$ cat config.mk
export PLATFORM = sky130hd
export DESIGN_NAME = vx_dcache_rsp_arb
export DESIGN_NICKNAME = d
export VERILOG_FILES = /design/src/rtl/vx_dcache_rsp_arb.sv
export SDC_FILE = /design/constraint.sdc
export NUM_CORES = 1
export LEC_CHECK = 0
export ABC_CLOCK_PERIOD_IN_PS = 15400
export CORE_AREA = 5 5 164 166
export DETAILED_ROUTE_END_ITERATION = 6
export DIE_AREA = 0 0 169 171
export PLACE_DENSITY = 0.56
export SYNTH_ARGS = -nofsm -noshare
export SYNTH_HDL_FRONTEND = slang
export SYNTH_SLANG_ARGS = --single-unit
$ cat constraint.sdc
create_clock -name clk -period 15.4 [get_ports clk]
set_input_delay 3.08 -clock clk [delete_from_list [all_inputs] [get_ports clk]]
set_output_delay 3.08 -clock clk [all_outputs]
set_load 0.02 [all_outputs]
$ cat src/rtl/vx_dcache_rsp_arb.sv
// Round-robin merge of NUM_INPUTS dcache response channels into one registered
// response channel; the winner index is appended to the tag. Optional stall
// counter enabled by defining VX_DCACHE_RSP_ARB_PERF_EN.
module vx_dcache_rsp_arb #(
  parameter  int NUM_INPUTS    = 2,
  parameter  int NUM_REQS      = 4,
  parameter  int WORD_SIZE     = 4,
  parameter  int TAG_IN_WIDTH  = 8,
  localparam int WORD_WIDTH    = 8 * WORD_SIZE,
  localparam int SEL_BITS      = (NUM_INPUTS > 1) ? $clog2(NUM_INPUTS) : 0,
  localparam int TAG_OUT_WIDTH = TAG_IN_WIDTH + SEL_BITS
) (
  input  logic                                     clk,
  input  logic                                     reset,
  input  logic [NUM_INPUTS-1:0]                    rsp_in_valid,
  input  logic [NUM_INPUTS*NUM_REQS-1:0]           rsp_in_tmask,
  input  logic [NUM_INPUTS*NUM_REQS*WORD_WIDTH-1:0] rsp_in_data,
  input  logic [NUM_INPUTS*TAG_IN_WIDTH-1:0]       rsp_in_tag,
  output logic [NUM_INPUTS-1:0]                    rsp_in_ready,
  output logic                                     rsp_out_valid,
  output logic [NUM_REQS-1:0]                      rsp_out_tmask,
  output logic [NUM_REQS*WORD_WIDTH-1:0]           rsp_out_data,
  output logic [TAG_OUT_WIDTH-1:0]                 rsp_out_tag,
  input  logic                                     rsp_out_ready
`ifdef VX_DCACHE_RSP_ARB_PERF_EN
  ,
  output logic [31:0]                              perf_stall_cycles
`endif
);

  localparam int PTR_W  = (SEL_BITS > 0) ? SEL_BITS : 1;
  localparam int DATA_W = NUM_REQS * WORD_WIDTH;

  logic [PTR_W-1:0]         ptr;
  logic [PTR_W-1:0]         win;
  logic [PTR_W-1:0]         ptr_next;
  logic                     found;
  logic [NUM_INPUTS-1:0]    grant;
  logic                     stage_en;
  logic                     accept;
  logic [NUM_REQS-1:0]      win_tmask;
  logic [DATA_W-1:0]        win_data;
  logic [TAG_IN_WIDTH-1:0]  win_tag;
  logic [TAG_OUT_WIDTH-1:0] tag_next;

  // Search starts at ptr and wraps; the first valid input found wins.
  always_comb begin
    grant = '0;
    win   = '0;
    found = 1'b0;
    for (int k = 0; k < NUM_INPUTS; k++) begin
      if (!found && rsp_in_valid[(int'(ptr) + k) % NUM_INPUTS]) begin
        found = 1'b1;
        win   = PTR_W'((int'(ptr) + k) % NUM_INPUTS);
      end
    end
    if (found) grant[win] = 1'b1;
  end

  assign stage_en     = !rsp_out_valid || rsp_out_ready;
  assign accept       = !reset && stage_en && found;
  assign rsp_in_ready = {NUM_INPUTS{!reset && stage_en}} & grant;
  assign ptr_next     = (win == PTR_W'(NUM_INPUTS - 1)) ? '0 : win + 1'b1;

  assign win_tmask = rsp_in_tmask[win * NUM_REQS +: NUM_REQS];
  assign win_data  = rsp_in_data[win * DATA_W +: DATA_W];
  assign win_tag   = rsp_in_tag[win * TAG_IN_WIDTH +: TAG_IN_WIDTH];

  generate
    if (SEL_BITS > 0) begin : g_sel
      assign tag_next = {win_tag, win[SEL_BITS-1:0]};
    end else begin : g_nosel
      assign tag_next = win_tag;
    end
  endgenerate

  // NOTE: sequential state uses non-blocking assignments so every register
  // samples the pre-edge values, independent of block ordering.
  always_ff @(posedge clk) begin
    if (reset) begin
      rsp_out_valid <= 1'b0;
      ptr           <= '0;
    end else if (stage_en) begin
      rsp_out_valid <= found;
      if (found) ptr <= ptr_next;
    end
  end

  // NOTE: payload registers are deliberately not reset; they are qualified by
  // rsp_out_valid, and leaving them unreset keeps the wide datapath cheap.
  always_ff @(posedge clk) begin
    if (accept) begin
      rsp_out_tmask <= win_tmask;
      rsp_out_data  <= win_data;
      rsp_out_tag   <= tag_next;
    end
  end

`ifdef VX_DCACHE_RSP_ARB_PERF_EN
  always_ff @(posedge clk) begin
    if (reset) begin
      perf_stall_cycles <= '0;
    end else if (rsp_out_valid && !rsp_out_ready && (perf_stall_cycles != '1)) begin
      perf_stall_cycles <= perf_stall_cycles + 32'd1;
    end
  end
`endif

endmodule

Word-level counts from Yosys, hierarchy flattened
Cells that the tools add are included.
{"block": "totals", "elab_cells": 38, "memories": 0, "ramBits": 0, "latchBits": 0, "mem_bits_ro": 0, "input_bits": 285, "regBits": 143, "out_inout_bits": 144}
{"block": "op_classes", "n_reduce_logical": 9, "bitwise_logic": 2, "addsub": 2, "n_eq_ne": 0, "mul": 0, "n_div": 0, "shifts": 3, "n_lt_le_gt_ge": 4, "mux": 13}
{"operator": "256-bit by 9-bit indexed part select with 128-bit output", "count": 1}
{"operator": "16-bit by 5-bit indexed part select with 8-bit output", "count": 1}
{"operator": "1-bit 2-to-1 mux", "count": 11}
{"operator": "8-bit by 4-bit indexed part select with 4-bit output", "count": 1}
{"operator": "1-bit logical AND", "count": 4}
{"operator": "1-bit by 2-bit less-than comparator with 1-bit output (second input constant)", "count": 2}
{"operator": "1-bit zero test", "count": 3}
{"operator": "2-bit by 3-bit less-than comparator with 1-bit output (second input constant)", "count": 1}
{"operator": "1-bit adder (second input constant)", "count": 2}
{"operator": "2-bit bitwise AND", "count": 1}
{"operator": "2-bit 2-to-1 mux", "count": 1}
{"operator": "2-bit AND reduction", "count": 1}
{"operator": "1-bit bitwise AND (first input constant)", "count": 1}
{"operator": "1-bit demux with 1-bit select", "count": 1}
{"operator": "1-bit greater-or-equal comparator (second input constant)", "count": 1}
{"operator": "1-bit logical OR", "count": 1}

Logic depth before layout (Yosys ltp)
Gate-level depths: netlist (run 1).
{"block": "logic_depth", "depth_word": 13, "mapped_depth": 5, "mapped_depth_nobuf": 3}

Least setup slack after synthesis (run 1)
No wires, ideal clock.
{"block": "synth_path", "path_kind": "input to register", "start": "input reset", "end": "register rsp_out_data[0], enable pin", "t_arrival_ps": 12801, "setup_ps": 816, "setup_slack_ps": 1783, "n_path_buf": 0, "stages": 1, "required_time_ps": 14584, "path_cell_list": "nor3_1"}
{"block": "synth_between", "elab_chain_len": 3}
{"element": "start, declared", "line_no": "14", "rtl": "input logic reset,"}
{"element": "1-bit zero test", "line_no": "61", "rtl": "assign accept = !reset && stage_en && found;"}
{"element": "1-bit logical AND (2 in series)", "line_no": "61"}
{"element": "end signal, assigned", "line_no": "94", "rtl": "rsp_out_data <= win_data;"}
{"element": "end, declared", "line_no": "22", "rtl": "output logic [NUM_REQS*WORD_WIDTH-1:0] rsp_out_data,"}
Every way passes these cells.
A chain may end at the register's enable or synchronous reset.

Worst setup path after layout (run 1)
{"block": "layout_path", "start": "input rsp_in_valid[0]", "end": "output rsp_in_ready[1]"}
{"block": "layout_between", "elab_chain_len": 12, "word_cells_on_any_way": 18, "classes_between": "2 x order compare; 12 x mux; 1 x bitwise; 3 x reduce/logical"}
{"element": "start, declared", "line_no": "15", "rtl": "input logic [NUM_INPUTS-1:0] rsp_in_valid,"}
{"element": "1-bit 2-to-1 mux (implied by the code) (2 in series)", "line_no": "52", "rtl": "if (!found && rsp_in_valid[(int'(ptr) + k) % NUM_INPUTS]) begin"}
{"element": "1-bit 2-to-1 mux", "line_no": "52"}
{"element": "1-bit zero test", "line_no": "52"}
{"element": "1-bit logical AND", "line_no": "52"}
{"element": "1-bit 2-to-1 mux", "line_no": "52"}
{"element": "1-bit by 2-bit less-than comparator with 1-bit output (implied by the code) or 1-bit greater-or-equal comparator (tied branches)", "line_no": "57", "rtl": "if (found) grant[win] = 1'b1;"}
{"element": "1-bit logical AND (implied by the code)", "line_no": "57"}
{"element": "1-bit 2-to-1 mux (implied by the code)", "line_no": "57"}
{"element": "1-bit demux with 1-bit select", "line_no": "57"}
{"element": "2-bit 2-to-1 mux (*)", "line_no": "57"}
{"element": "2-bit bitwise AND (*)", "line_no": "62", "rtl": "assign rsp_in_ready = {NUM_INPUTS{!reset && stage_en}} & grant;"}
{"element": "end, declared", "line_no": "19", "rtl": "output logic [NUM_INPUTS-1:0] rsp_in_ready,"}
Every way passes the cells marked *; elsewhere a longest branch is shown, timed or not. The select of a mux whose other input is x is not followed.

==> results.sh, run 1 <==
export IMPL_cap_violations=0
export IMPL_seqPwrFrac=0.414
export IMPL_placedInstanceArea_um2=10700
export IMPL_pwr_share_clk=0.398
export IMPL_synth_cells=313
export IMPL_synth_seq_area_share=0.706
export IMPL_fillCellCount=2318
export IMPL_cp_arrival_ns=4.66
export IMPL_place_worst_setup_slack_ns=7.64
export IMPL_die_w_um=169
export IMPL_initial_core_util=0.238
export IMPL_rsz0062_at_grt="false"
export IMPL_timing_final_crit_share=0.503
export IMPL_cp_cell_sequence="clkdlybuf4s50_1 > inv_2 > o21ai_4 > nor3_1 > clkdlybuf4s50_1"
export IMPL_die_height_um=171
export IMPL_syn_num_nets=598
export IMPL_cts_buffers=17
export IMPL_ys_seq_elements=143
export IMPL_setup_viol=0
export IMPL_max_freq_ghz=0.129
export IMPL_antenna_found_initial=0
export IMPL_cts_htree_levels=4
export IMPL_net_switching_power_uw=255
export IMPL_hold_end="rsp_out_valid"
export IMPL_portBuffers=428
export IMPL_endpoint_kind="output pin"
export IMPL_grt_pass1_wl_mm=29.9
export IMPL_internal_power_uw=881
export IMPL_critPathMaxStageDelay_ns=0.67
export IMPL_root_buffer="clkbuf_16"
export IMPL_dr_pass1_iters=4
export IMPL_p_leak_nw=3.96
export IMPL_dieArea_um2=28900
export IMPL_cts_resized=0
export IMPL_ys_warn_count=0
export IMPL_drtIter0Drc=134
export IMPL_via_count=4478
export IMPL_fin_area_um2=11300
export IMPL_crit_top_cell="clkdlybuf4s50_1"
export IMPL_grt_max_degree=81
export IMPL_yosysTopAreaCell="edfxtp_1"
export IMPL_cts_sinks=143
export IMPL_hold_path_class="flip-flop to flip-flop"
export IMPL_diodes=0
export IMPL_post_route_worst_setup_slack_ns=7.66
export IMPL_nets=1034
export IMPL_clkLatencyLatePin_ns=0.42
export IMPL_core_area_um2=25500
export IMPL_min_path_cells=2
export IMPL_drc=0
export IMPL_total_power_mw=1.14
export IMPL_clk_path_buf_depth=2
export IMPL_fin_crit_ns=7.74
export IMPL_hpwl_mm=16.8
export IMPL_gp_congestion=0.860
export IMPL_synth_area_leaders="edfxtp_1 (70%), mux2_1 (15%), mux2_2 (12%), buf_6 (1.7%), dfxtp_1 (0.66%)"
export IMPL_synth_avg_cell_area_um2=19.3
export IMPL_syn_area_um2=6060
export IMPL_cts_hold_buf=0
export IMPL_vias_per_cell=4.08
export IMPL_critPathLaunchType="input port"
export IMPL_rr_worst_depth=4
export IMPL_rrSetupSlack_ns=12.55
export IMPL_crit_required_ns=12.32
export IMPL_status="complete, no violations"
export IMPL_worstReg2RegStart="ptr"
export IMPL_hold_start="rsp_out_valid"
export IMPL_slew_headroom=0.270
export IMPL_p_comb_frac=0.188
export IMPL_power_share_switching=0.224
export IMPL_avgRoutedWirePerCell_um=19.3
export IMPL_synth_cell_type_count=15
export IMPL_gr_total_overflow=0
export IMPL_clock_skew_final_ns=0.0104
export IMPL_routed_wl_mm=21.1
export IMPL_track_usage=0.138
export IMPL_cts_tree="yes"
export IMPL_rr_endpoint="rsp_out_data[54]"
export IMPL_num_io_pins=429
export IMPL_rows=59
export IMPL_cts_setup_buffers=0
export IMPL_synthToLayoutAreaGrowth_pct=86.8
export IMPL_hold_viol_final=0
export IMPL_powerDensity_nw_per_um2=100
export IMPL_worstSetupPathType="input port to output pin"
export IMPL_worst_pin_slew_ns=1.09
export IMPL_ir_drop_mv=0.0585
export IMPL_clk_pin_slew_worst_paths_ns=0.06
export IMPL_crit_path_top_delay_cell="clkdlybuf4s50_1"
export IMPL_drive_gt1_frac=0.129
export IMPL_fin_setup_tns_ns=0
export IMPL_grt_pass1_vias=4934
export IMPL_synth_top_area_frac=0.699
export IMPL_slew_viol_final=0
export IMPL_drt_antenna_violating_nets=0
export IMPL_cp_max_fo=4
==> power by group through the flow <==
stage,clock network [mW],registers (mW),logic (mW)
floorplan,0,0.517,0.0513
global placement,0,0.478,0.213
detailed placement,0,0.478,0.216
CTS,0.466,0.470,0.218
global route,0.484,0.472,0.226
finish,0.452,0.470,0.214
==> metal layers <==
| layer | up-vias | global-route usage | part of all wire |
|---|---|---|---|
| li1 | 2102 | - | - |
| met1 | 2114 | 0.135 | 0.34 |
| met2 | 250 | 0.256 | 0.54 |
| met3 | 12 | 0.0686 | 0.12 |
| met4 | 0 | 0.0427 | 0.011 |
| met5 | - | 0 | 0 |
==> how the worst max path moves through the flow <==
stage / startpoint / to / slack [ns]
after floorplan: reset / rsp_out_data[0] / 1.78
after global placement: rsp_in_valid[0] / rsp_in_ready[1] / 7.64
after detailed placement: rsp_in_valid[0] / rsp_in_ready[1] / 7.64
after CTS: rsp_in_valid[0] / rsp_in_ready[1] / 7.64
after global routing: rsp_in_valid[0] / rsp_in_ready[1] / 7.61
final: rsp_in_valid[0] / rsp_in_ready[1] / 7.66
==> critical path: cells and delay by family <==
kind,cells,cell delay (ns)
AO/OA/AOI/OAI,1,0.05
buffers and inverters,3,1.27
AND/OR/NAND/NOR,1,0.26
==> placed cells by master, fill, tap and decap left out, types with 3 or more instances in the layout <==
master           Yosys  layout
inv_6                0       4
mux2_1              78      78
buf_4                0       4
nor3_1               4       3
clkbuf_1             0       3
mux2_2              62      62
clkdlybuf4s50_1      0     428
edfxtp_1           141     141
bufinv_16            0       5
clkbuf_16            0      17
==> cells in the mapped netlist <==
cell type  count
a21oi_1        2
buf_2          6
buf_6          9
dfxtp_1        2
edfxtp_1     141
inv_1          1
inv_2          1
mux2_1        78
mux2_2        62
nand2_1        2
nand2b_1       1
nor2_1         2
nor2b_1        1
nor3_1         4
o21ai_2        1
==> cell type report <==
| cell class | count | area, um2 | area share |
|---|---|---|---|
| Clock buffer | 20 | 437 | 0.0386 |
| Inverter | 2 | 7.51 | 0.000664 |
| Timing Repair Buffer | 432 | 4310 | 0.381 |
| Sequential cell | 143 | 4270 | 0.378 |
| Tap cell | 335 | 419 | 0.0371 |
| Multi-Input combinational cell | 153 | 1660 | 0.146 |
| Clock inverter | 12 | 205 | 0.0181 |
==> state kept, by name, indices dropped and copies added, names as in the netlist <==
register and cells:
rsp_out_tag 9, ptr 1, rsp_out_data 128, rsp_out_tmask 4, rsp_out_valid 1
==> cell families (layout without fill, tap and decap cells) <==
| logic type | Yosys count | count (layout) | synth area share |
|---|---|---|---|
| AO/OA/AOI/OAI | 3 | 3 | 0.00310 |
| buffers and inverters | 17 | 466 | 0.0229 |
| flip-flops | 143 | 143 | 0.706 |
| multiplexers | 140 | 140 | 0.260 |
| AND/OR/NAND/NOR | 10 | 10 | 0.00785 |
==> stage by stage <==
step	hold WS, ns	utilization	std cells
2_1_floorplan	0.515	-	313
3_3_place_gp	0.553	0.419	1065
3_5_place_dp	0.528	0.419	1065
4_1_cts	0.540	0.444	1097
5_1_grt	0.588	0.444	1097
6_report	0.544	0.444	1097
Note: power is estimated with default switching activity, not from simulation.
==> run 2, diff against run 1 <==
ABC_CLOCK_PERIOD_IN_PS = 7500   (was 15400)
clock period = 7.5 ns   (was 15.4 ns; I/O delays follow)
==> run 2 against run 1 <==
Against the previous run:
- design area down 0.87%
- core utilization down 0.39 points
- worst setup slack worse by 4.7 ns
- critical path depth unchanged
- worst hold slack worse by 0.021 ns
- first-iteration DRC count up 51%
- cell count unchanged
- non-clock buffer count unchanged
- clock-buffer cell count down 1
- die area unchanged
- largest cell class unchanged
==> results.sh, run 2 (synthesis gave the netlist of run 1 again) <==
export IMPL_status="complete, no violations"
export IMPL_final_common_cell="clkdlybuf4s50_1"
export IMPL_grt_pass1_vias=4991
export IMPL_endpoint_kind="output pin"
export IMPL_critPathMaxStageDelay_ns=0.66
export IMPL_critical_path_top_delay_family="buffers and inverters"
export IMPL_die_height_um=171
export IMPL_top_register="rsp_out_data"
export IMPL_total_power_mw=2.17
export IMPL_clk_pin_slew_worst_paths_ns=0.06
export IMPL_hpwl_mm=16.2
export IMPL_path_buf_inv=2
export IMPL_cap_violations=0
export IMPL_cts_hold_buf=0
export IMPL_largest_register_ffs=128
export IMPL_worstSetupStartpoint="rsp_in_valid[1]"
export IMPL_layout_top_registers="rsp_out_data: 128 flops, rsp_out_tag: 9 flops, rsp_out_tmask: 4 flops"
export IMPL_synthToLayoutAreaGrowth_pct=85.2
export IMPL_drtIter0Drc=203
export IMPL_worstSetupPathType="input port to output pin"
export IMPL_clock_skew_final_ns=0.00794
export IMPL_nets=1034
export IMPL_clk_path_buf_depth=2
export IMPL_setup_viol=0
export IMPL_worst_pin_slew_ns=0.962
export IMPL_place_worst_setup_slack_ns=2.79
export IMPL_die_w_um=169
export IMPL_cts_setup_buffers=0
export IMPL_clkLatencyLatePin_ns=0.41
export IMPL_ir_drop_mv=0.109
export IMPL_critPathCapture="rsp_in_ready[0]"
export IMPL_max_freq_ghz=0.220
export IMPL_num_io_pins=429
export IMPL_p_leak_nw=3.90
export IMPL_avgRoutedWirePerCell_um=18.7
export IMPL_drive_gt1_frac=0.129
export IMPL_rr_endpoint="rsp_out_data[40]"
export IMPL_dieArea_um2=28900
export IMPL_root_buffer="clkbuf_16"
export IMPL_hold_path_class="flip-flop to flip-flop"
export IMPL_cp_cell_sequence="clkdlybuf4s50_1 > nand2_1 > nand2_1 > nor3_1 > clkdlybuf4s50_1"
export IMPL_cp_depth=5
export IMPL_cp_max_fo=3
export IMPL_worstReg2RegStart="ptr"
export IMPL_core_area_um2=25500
export IMPL_cts_buffers=17
export IMPL_gr_total_overflow=0
export IMPL_gp_congestion=0.874
export IMPL_cts_tree="yes"
export IMPL_slew_headroom=0.359
export IMPL_initial_core_util=0.238
export IMPL_grt_pass1_wl_mm=29.4
export IMPL_crit_path_top_delay_cell="clkdlybuf4s50_1"
export IMPL_routed_wl_mm=20.5
export IMPL_cts_resized=0
export IMPL_fin_setup_tns_ns=0
export IMPL_rsz0062_at_grt="false"
export IMPL_portBuffers=428
export IMPL_crit_required_ns=6.00
export IMPL_cts_sinks=143
export IMPL_post_route_worst_setup_slack_ns=2.96
export IMPL_via_count=4508
export IMPL_drt_antenna_violating_nets=0
export IMPL_final_cell_mix="clkdlybuf4s50_1 (428), edfxtp_1 (141), mux2_1 (78), mux2_2 (62), clkbuf_16 (17)"
export IMPL_rows=59
export IMPL_slew_viol_final=0
export IMPL_fin_crit_ns=4.54
export IMPL_dr_pass1_iters=4
export IMPL_hold_viol_final=0
export IMPL_antenna_found_initial=0
export IMPL_timing_final_crit_share=0.606
export IMPL_track_usage=0.135
export IMPL_vias_per_cell=4.11
export IMPL_diodes=0
export IMPL_cts_htree_levels=4
export IMPL_critPathLaunchType="input port"
export IMPL_grt_max_degree=76
export IMPL_rrSetupSlack_ns=4.61
export IMPL_drc=0
export IMPL_rr_worst_depth=4
export IMPL_powerDensity_nw_per_um2=194
export IMPL_cp_arrival_ns=3.04
[run 2: area by class of cell]
cell class | instances | area (um2)
Tap cell | 335 | 419
Clock inverter | 13 | 104
Timing Repair Buffer | 432 | 4310
Inverter | 2 | 7.51
Fill cell | 2312 | 14300
Sequential cell | 143 | 4270
Clock buffer | 19 | 433
Multi-Input combinational cell | 153 | 1660
[run 2: worst min path at each step]
stage	cells after the start	slack, ns	startpoint	endpoint
floorplan	2	0.51	ptr	ptr
global placement	2	0.52	rsp_out_valid	rsp_out_valid
detailed placement	2	0.51	rsp_out_valid	rsp_out_valid
CTS	2	0.52	rsp_out_valid	rsp_out_valid
global route	2	0.55	rsp_out_valid	rsp_out_valid
finish	2	0.52	rsp_out_valid	rsp_out_valid
[run 2: where the power goes]
part | total [mW] | switching [mW] | internal, mW
clock network | 0.773 | 0.344 | 0.428
registers | 0.965 | 0.0143 | 0.950
logic | 0.436 | 0.172 | 0.264
total | 2.17 | 0.531 | 1.64
[run 2: routing by layer]
| layer | global-route usage | vias up | routed length (um) |
|---|---|---|---|
| li1 | - | 2106 | - |
| met1 | 0.133 | 2104 | 7020 |
| met2 | 0.245 | 275 | 10600 |
| met3 | 0.0663 | 23 | 2470 |
| met4 | 0.0490 | 0 | 431 |
| met5 | 0 | - | 0 |
[run 2: tightest hold or removal path, cell delays in order, from the launching register on]
cell      delay (ns)
dfxtp_1         0.32
nand2b_1        0.09
a21oi_1         0.06
[run 2: through the flow]
stage	hold WS [ns]	utilization	instance area [um2]	std cells
finish	0.523	0.440	11200	1097
global route	0.546	0.440	11200	1097
CTS	0.520	0.440	11200	1097
detailed placement	0.510	0.419	10700	1065
global placement	0.517	0.419	10700	1065
floorplan	0.515	-	6070	313
==> run 3, diff against run 2 <==
ABC_CLOCK_PERIOD_IN_PS = 4360   (was 7500)
clock period = 4.36 ns   (was 7.5 ns; I/O delays follow)
==> run 3 against run 2 <==
Against the previous run:
- die area unchanged
- sequential share of layout area decreased by 0.32 points
- clock-buffer cell count decreased by 1
- worst setup slack got worse by 2.0 ns
- combinational power increased by 74%
- worst hold slack improved by 0.031 ns
- largest cell class unchanged
- highest routed layer unchanged
==> results.sh, run 3 (synthesis gave the netlist of run 1 again) <==
export IMPL_cts_sinks=143
export IMPL_hold_viol_final=0
export IMPL_die_w_um=169
export IMPL_slew_viol_final=0
export IMPL_clk_pin_slew_worst_paths_ns=0.06
export IMPL_portBuffers=428
export IMPL_routed_wl_mm=20.4
export IMPL_power_share_switching=0.229
export IMPL_critPathMaxStageDelay_ns=0.68
export IMPL_p_leak_nw=3.95
export IMPL_pwr_share_clk=0.389
export IMPL_drc=0
export IMPL_layout_top_registers="rsp_out_data: 128 flops, rsp_out_tag: 9 flops, rsp_out_tmask: 4 flops"
export IMPL_cp_cell_sequence="clkdlybuf4s50_1 > o21ai_4 > nor3_1 > clkdlybuf4s50_1"
export IMPL_diodes=0
export IMPL_core_area_um2=25500
export IMPL_post_route_worst_setup_slack_ns=0.961
export IMPL_cts_hold_buf=0
export IMPL_avgRoutedWirePerCell_um=18.7
export IMPL_worst_pin_slew_ns=0.796
export IMPL_final_cell_mix="clkdlybuf4s50_1 (428), edfxtp_1 (141), mux2_1 (78), mux2_2 (62), clkbuf_16 (17)"
export IMPL_cp_max_fo=3
export IMPL_final_common_cell="clkdlybuf4s50_1"
export IMPL_cts_tree="yes"
export IMPL_grt_pass1_vias=4909
export IMPL_via_count=4465
export IMPL_hpwl_mm=15.8
export IMPL_num_io_pins=429
export IMPL_cts_setup_buffers=0
export IMPL_seqPwrFrac=0.419
export IMPL_powerDensity_nw_per_um2=350
export IMPL_grt_max_degree=142
export IMPL_p_comb_frac=0.191
export IMPL_crit_required_ns=3.49
export IMPL_status="complete, no violations"
export IMPL_rsz0062_at_grt="false"
export IMPL_drive_gt1_frac=0.128
export IMPL_die_height_um=171
export IMPL_final_core_util=0.444
export IMPL_gr_total_overflow=0
export IMPL_dieArea_um2=28900
export IMPL_cp_arrival_ns=2.53
export IMPL_cts_htree_levels=4
export IMPL_antenna_found_initial=0
export IMPL_hold_path_class="flip-flop to flip-flop"
export IMPL_critPathLaunchType="input port"
export IMPL_drt_antenna_violating_nets=0
export IMPL_cts_buffers=17
export IMPL_track_usage=0.132
export IMPL_synthToLayoutAreaGrowth_pct=86.8
export IMPL_endpoint_kind="output pin"
export IMPL_ir_drop_mv=0.243
export IMPL_crit_path_top_delay_cell="clkdlybuf4s50_1"
export IMPL_cap_violations=0
export IMPL_top_register="rsp_out_data"
export IMPL_gp_congestion=0.842
export IMPL_slew_headroom=0.470
export IMPL_nets=1032
export IMPL_dr_pass1_iters=4
export IMPL_rows=59
export IMPL_setup_viol=0
export IMPL_worstSetupPathType="input port to output pin"
export IMPL_clk_path_buf_depth=2
export IMPL_root_buffer="clkbuf_16"
export IMPL_timing_final_crit_share=0.780
export IMPL_net_switching_power_uw=905
export IMPL_place_worst_setup_slack_ns=0.889
export IMPL_drtIter0Drc=142
export IMPL_max_freq_ghz=0.294
export IMPL_internal_power_mw=3.05
export IMPL_clkLatencyLatePin_ns=0.41
export IMPL_largest_register_ffs=128
export IMPL_vias_per_cell=4.09
export IMPL_cts_resized=0
export IMPL_initial_core_util=0.238
export IMPL_fin_crit_ns=3.40
export IMPL_fin_setup_tns_ns=0
export IMPL_clock_skew_final_ns=0.00880
export IMPL_crit_top_cell="clkdlybuf4s50_1"
export IMPL_grt_pass1_wl_mm=28.9
## run 3: cell types whose count changed in the layout (fill, tap and decap cells not counted), sizes merged
cell,change
inv,-2
bufinv,+4
clkinv,-2
clkinvlp,-1
buf,-2
clkbuf,-1
## run 3: area by class of cell
| class | instances | area (um2) |
|---|---|---|
| fillers | 2301 | 14200 |
| repair buffers | 430 | 4320 |
| flip-flops and latches | 143 | 4270 |
| multi-input cells | 153 | 1670 |
| clock buffers | 18 | 429 |
| well taps | 335 | 419 |
| clock inverters | 12 | 186 |
| inverters | 2 | 7.51 |
## run 3: final timing paths
kind | depth (start not counted) | startpoint | slack [ns] | to
worst max-delay path | 4 | rsp_in_valid[1] | 0.96 | rsp_in_ready[1]
worst min-delay path | 2 | rsp_out_valid | 0.55 | rsp_out_valid
worst max register to register | 3 | ptr | 2.45 | rsp_out_data[25]
worst min register to register | 2 | rsp_out_valid | 0.55 | rsp_out_valid
## run 3: per-layer routing
layer	up-vias	wire length, um	global-route usage
met2	270	10400	0.239
met1	2084	7300	0.135
met5	-	0	0
li1	2095	-	-
met4	0	303	0.0410
met3	16	2460	0.0628
## run 3: power groups by stage
stage | logic (mW) | clock network (mW) | registers, mW
after global routing | 0.799 | 1.65 | 1.67
after CTS | 0.770 | 1.59 | 1.66
after global placement | 0.759 | 0 | 1.69
after floorplan | 0.183 | 0 | 1.81
after detailed placement | 0.765 | 0 | 1.69
final | 0.757 | 1.54 | 1.66
## run 3: per-stage QoR
stage	hold WS [ns]	cells	cell area, um2	power [mW]
final	0.555	1093	11300	3.95
after global routing	0.604	1093	11300	4.11
after CTS	0.567	1093	11300	4.02
after detailed placement	0.559	1063	10700	2.45
after global placement	0.552	1063	10700	2.44
after floorplan	0.515	313	6070	1.99
## run 3: critical path: cells and delay by family
family          cells  cell delay [ns]
buf+inv             2             1.23
simple gates        1             0.32
compound gates      1             0.09
